File: src/rtl/countdown_timer_bcd.sv
// BCD MM:SS countdown timer, decremented by a 1 Hz tick, with done pulse and alarm.
// Optional build macro: ALARM_BLINK_EN makes alarm toggle on each tick while in DONE.
module countdown_timer_bcd #(
  parameter int unsigned ALARM_TICKS = 10
) (
  input  logic        clk,
  input  logic        rst,
  input  logic        tick,
  input  logic        load,
  input  logic [15:0] load_val,
  input  logic        start,
  input  logic        stop,
  output logic [3:0]  min_t,
  output logic [3:0]  min_u,
  output logic [3:0]  sec_t,
  output logic [3:0]  sec_u,
  output logic        running,
  output logic        done,
  output logic        alarm
);

  localparam int unsigned DW = 4;
  localparam int unsigned TW = 4 * DW;
  localparam int unsigned CW = 8;

  typedef enum logic [1:0] {
    S_IDLE  = 2'd0,
    S_RUN   = 2'd1,
    S_PAUSE = 2'd2,
    S_DONE  = 2'd3
  } state_e;

  state_e        state_q, state_d;
  logic [TW-1:0] cnt_q, cnt_d;
  logic [CW-1:0] acnt_q, acnt_d;
  logic          done_q, done_d;
  logic          alarm_q, alarm_d;
  logic          running_q, running_d;
  logic [TW-1:0] load_clamped;
  logic [TW-1:0] cnt_dec;
  logic          cnt_zero;

  // Saturate each loaded digit to its legal BCD range.
  function automatic logic [TW-1:0] clamp_bcd(input logic [TW-1:0] v);
    logic [DW-1:0] mt, mu, st, su;
    mt = (v[15:12] > DW'(9)) ? DW'(9) : v[15:12];
    mu = (v[11:8]  > DW'(9)) ? DW'(9) : v[11:8];
    st = (v[7:4]   > DW'(5)) ? DW'(5) : v[7:4];
    su = (v[3:0]   > DW'(9)) ? DW'(9) : v[3:0];
    return {mt, mu, st, su};
  endfunction

  // One-second decrement with borrow through the digit chain.
  function automatic logic [TW-1:0] dec_bcd(input logic [TW-1:0] v);
    logic [DW-1:0] mt, mu, st, su;
    {mt, mu, st, su} = v;
    if (su == '0) begin
      su = DW'(9);
      if (st == '0) begin
        st = DW'(5);
        if (mu == '0) begin
          mu = DW'(9);
          mt = mt - DW'(1);
        end else begin
          mu = mu - DW'(1);
        end
      end else begin
        st = st - DW'(1);
      end
    end else begin
      su = su - DW'(1);
    end
    return {mt, mu, st, su};
  endfunction

  assign load_clamped = clamp_bcd(load_val);
  assign cnt_dec      = dec_bcd(cnt_q);
  assign cnt_zero     = (cnt_q == '0);

  // Next-state, digit and alarm logic; stop > load > start > tick.
  always_comb begin
    state_d = state_q;
    cnt_d   = cnt_q;
    acnt_d  = acnt_q;
    done_d  = 1'b0;
    alarm_d = alarm_q;
    case (state_q)
      S_IDLE, S_PAUSE: begin
        if (load) begin
          cnt_d = load_clamped;
        end else if (start && !cnt_zero) begin
          state_d = S_RUN;
        end
      end
      S_RUN: begin
        if (stop) begin
          state_d = S_PAUSE;
        end else if (tick) begin
          cnt_d = cnt_dec;
          if (cnt_dec == '0) begin
            state_d = S_DONE;
            done_d  = 1'b1;
            alarm_d = 1'b1;
            acnt_d  = '0;
          end
        end
      end
      S_DONE: begin
        if (stop || load || start) begin
          state_d = S_IDLE;
          alarm_d = 1'b0;
          acnt_d  = '0;
          if (!stop && load) begin
            cnt_d = load_clamped;
          end
        end else if (tick) begin
          if (acnt_q == CW'(ALARM_TICKS - 1)) begin
            state_d = S_IDLE;
            alarm_d = 1'b0;
            acnt_d  = '0;
          end else begin
            acnt_d = acnt_q + CW'(1);
`ifdef ALARM_BLINK_EN
            alarm_d = ~alarm_q;
`else
            alarm_d = 1'b1;
`endif
          end
        end
      end
      default: begin
        state_d = S_IDLE;
      end
    endcase
    running_d = (state_d == S_RUN);
  end

  // State and output registers with synchronous active-low reset.
  always_ff @(posedge clk) begin
    if (!rst) begin
      state_q   <= S_IDLE;
      cnt_q     <= '0;
      acnt_q    <= '0;
      done_q    <= 1'b0;
      alarm_q   <= 1'b0;
      running_q <= 1'b0;
    end else begin
      state_q   <= state_d;
      cnt_q     <= cnt_d;
      acnt_q    <= acnt_d;
      done_q    <= done_d;
      alarm_q   <= alarm_d;
      running_q <= running_d;
    end
  end

  assign min_t   = cnt_q[15:12];
  assign min_u   = cnt_q[11:8];
  assign sec_t   = cnt_q[7:4];
  assign sec_u   = cnt_q[3:0];
  assign running = running_q;
  assign done    = done_q;
  assign alarm   = alarm_q;

endmodule

File: config.mk
export PLATFORM = sky130hd
export DESIGN_NAME = countdown_timer_bcd
export DESIGN_NICKNAME = d
export VERILOG_FILES = /design/src/rtl/countdown_timer_bcd.sv
export SDC_FILE = /design/constraint.sdc
export NUM_CORES = 1
export LEC_CHECK = 0
export CORE_MARGIN = 2
export CORE_UTILIZATION = 40
export CTS_BUF_LIST = sky130_fd_sc_hd__clkbuf_8
export DETAILED_ROUTE_END_ITERATION = 16
export PLACE_DENSITY_LB_ADDON = 0.12
export SLEW_MARGIN = 0
export SYNTH_ARGS = -nofsm -noshare
export SYNTH_HDL_FRONTEND = slang
export SYNTH_SLANG_ARGS = --single-unit
export TNS_END_PERCENT = 10
File: constraint.sdc
create_clock -name clk -period 5.2 [get_ports clk]
set_input_delay 0.78 -clock clk [delete_from_list [all_inputs] [get_ports clk]]
set_output_delay 0.78 -clock clk [all_outputs]
set_load 0.02 [all_outputs]
==> impl_metrics.env <==
export IMPL_final_period_utilization_pct=60.8
export IMPL_grt_pass1_wl_um=8070
export IMPL_final_fill_count=439
export IMPL_core_um2=4350
export IMPL_reg2reg_slack_ns=2.11
export IMPL_clockBufferDepth=2
export IMPL_first_global_vias=1695
export IMPL_ys_types=48
export IMPL_place_inst=321
export IMPL_start_kind="input pin"
export IMPL_min_from="cnt_q[7]$_SDFFE_PN0P_"
export IMPL_grt_use_met2_pct=29.0
export IMPL_worstSetupPathType="input pin to flop"
export IMPL_antenna_found_initial=0
export IMPL_grt_max_degree=27
export IMPL_ctsResizeCount=0
export IMPL_rows=24
export IMPL_htreeDepth=2
export IMPL_busiest_layer="met2"
export IMPL_cp_arrival_ns=3.38
export IMPL_clockPowerShare_pct=30.9
export IMPL_hpwl_um=3300
export IMPL_synth_net_count=266
export IMPL_drtAntennaViolNets=0
export IMPL_intPower_mw=0.411
export IMPL_synthFlopType="dfxtp_1"
export IMPL_async_reset_ff_share_pct=0
export IMPL_ir_drop_uv=145
export IMPL_synthesis_area_um2=1800
export IMPL_ys_warn_count=0
export IMPL_worstPathMaxFanout=11
export IMPL_postCtsSetupBuffers=0
export IMPL_rr_endpoint="acnt_q[2]$_SDFFE_PN0P_"
export IMPL_end_kind="flop"
export IMPL_cts_made_buffers=5
export IMPL_p_switching_mw=0.196
export IMPL_place_gp_congestion=0.794
export IMPL_dieArea_um2=5050
export IMPL_drtPass1Iterations=4
export IMPL_diodes=0
export IMPL_initial_core_util_pct=41.3
export IMPL_clock_sinks=29
export IMPL_slew_headroom_pct=34.5
export IMPL_r2r_cells=7
export IMPL_power_density_nw_per_um2=263
export IMPL_grt_overflow=0
export IMPL_fin_nets=302
export IMPL_worstHoldPathType="flop to flop"
export IMPL_finalClockSkew_ns=0.00650
export IMPL_seq_area_frac_synth_pct=32.3
export IMPL_wl_um=4790
export IMPL_fmax_mhz=316
export IMPL_syn2layout_area_growth_pct=28.1
export IMPL_power_leakage_nw=0.821
export IMPL_cp_required_ns=5.42
export IMPL_post_drt_wl_per_cell_um=14.6
export IMPL_pwr_share_comb_pct=27.8
export IMPL_drive_gt1_share_pct=3.99
export IMPL_synth_edf_count=0
export IMPL_avgSynthCellArea_um2=7.50
export IMPL_hold_viol=0
export IMPL_via_count=1884
export IMPL_worstSetupEndpoint="acnt_q[2]$_SDFFE_PN0P_"
export IMPL_setup_tns_ns=0
export IMPL_cts_tree="done"
export IMPL_rr_startpoint="cnt_q[0]$_SDFFE_PN0P_"
export IMPL_fin_cells=328
export IMPL_track_usage_pct=19.7
export IMPL_p_sw_share_pct=32.3
export IMPL_rsz0062_at_grt="no"
export IMPL_worstMarginPinSlew_ns=0.983
export IMPL_ys_seq_elements=29
export IMPL_final_min_clock_period_ns=3.16
export IMPL_cts_root_buf="clkbuf_8"
export IMPL_maxSlewViolCount=0
export IMPL_status="completed"
export IMPL_ctsHoldBuffers=0
export IMPL_first_iter_violations=135
export IMPL_grt_util_met1_pct=28.7
export IMPL_crit_start="tick"
export IMPL_netlist_instances=240
export IMPL_seqPwrFrac_pct=41.4
export IMPL_avgViaCountPerCell=5.74
export IMPL_drc=0
export IMPL_drv_cap=0
export IMPL_clk_pin_slew_ns=0.06
export IMPL_finalPower_mw=0.607
export IMPL_io_buffers=40
export IMPL_setup_viol=0
export IMPL_clock_latency_ns=0.28
export IMPL_die_h_um=71.1
export IMPL_use_met3_pct=4.84
export IMPL_boundaryPins=41
export IMPL_die_x_um=71.1
-- critical path, stage by stage --
cell             delay (ns)
clkdlybuf4s50_1        0.52
nor4bb_1               0.29
nand4_1                0.12
a21oi_1                0.26
o2111ai_1              0.15
o21ai_1                0.62
nor2b_1                0.47
a32o_1                 0.19
-- logic make-up after synthesis --
logic type,after synthesis,share of synthesized area (%)
adder cells (fa/ha/maj),4,2.78
multiplexers,2,1.11
AND/OR/NAND/NOR,103,29.4
flip-flops,29,32.3
AO/OA/AOI/OAI,80,29.1
buffers and inverters,22,5.29
-- synth_stat cells, drive strengths merged, types with 2 or more instances --
cell | n | area (um2)
a211oi | 4 | 30.0
a21o | 2 | 15.0
a21oi | 18 | 93.8
a22oi | 3 | 22.5
a2bb2oi | 2 | 17.5
a32o | 6 | 60.1
a32oi | 2 | 17.5
and2 | 3 | 21.3
and3 | 7 | 43.8
buf | 3 | 23.8
clkbuf | 10 | 37.5
dfxtp | 29 | 581
ha | 4 | 50.1
inv | 8 | 30.0
mux2i | 2 | 20.0
nand2 | 17 | 63.8
nand3 | 5 | 25.0
nand3b | 2 | 15.0
nand4 | 3 | 18.8
nor2 | 32 | 120
nor2b | 3 | 18.8
nor3 | 12 | 60.1
nor3b | 7 | 52.6
nor4 | 5 | 31.3
o211ai | 2 | 15.0
o21a | 4 | 30.0
o21ai | 25 | 125
o22ai | 2 | 12.5
o31ai | 2 | 15.0
or4 | 4 | 33.8
-- area by class of cell --
class	instances	area (um2)	area share, %
multi-input cells	189	1120	48.8
flip-flops and latches	29	581	25.2
repair buffers	42	415	18.0
clock buffers	6	82.6	3.58
well taps	52	65.1	2.82
inverters	9	33.8	1.47
clock inverters	1	3.75	0.163
-- metrics by stage --
step / hold WS, ns / cell area [um2] / util, % / setup WS, ns
after floorplan: 0.494 / 1800 / - / 2.84
after global placement: 0.478 / 2220 / 50.9 / 1.76
after detailed placement: 0.471 / 2220 / 50.9 / 1.73
after CTS: 0.483 / 2300 / 52.9 / 2.02
after global routing: 0.519 / 2300 / 52.9 / 1.75
final: 0.477 / 2300 / 52.9 / 2.04
-- placed cells by master (no fill, tap or decap), types with 6 or more instances in the layout --
cell	n
a32o_1	6
dfxtp_1	29
and3_1	7
nor3_1	12
nand2_1	17
inv_1	9
o21ai_0	23
nor3b_1	7
clkdlybuf4s50_1	40
clkbuf_8	6
nor2_1	32
a21oi_1	17
-- power by group through the flow --
stage,combinational [mW],clock (mW),sequential (mW)
floorplan,0.0970,0,0.264
global placement,0.167,0,0.256
detailed placement,0.167,0,0.256
CTS,0.168,0.193,0.251
global route,0.186,0.204,0.253
finish,0.169,0.187,0.251
-- sequential cells by signal (all words and copies together), names as in the netlist --
signal	count
cnt_q	16
alarm	1
done	1
acnt_q	8
running	1
state_q	2
-- worst min path at each step --
stage	endpoint	depth (start not counted)
after CTS	cnt_q[7]$_SDFFE_PN0P_	2
after global placement	cnt_q[7]$_SDFFE_PN0P_	2
after global routing	cnt_q[7]$_SDFFE_PN0P_	2
after detailed placement	cnt_q[7]$_SDFFE_PN0P_	2
final	cnt_q[7]$_SDFFE_PN0P_	2
after floorplan	acnt_q[7]$_SDFFE_PN0P_	1
-- routing by layer --
metal / part of all wire (%) / up-vias
li1: - / 972
met1: 51 / 863
met2: 42 / 44
met3: 5.4 / 5
met4: 0.90 / 0
met5: 0 / -
Note: power is estimated with default switching activity, not from simulation.
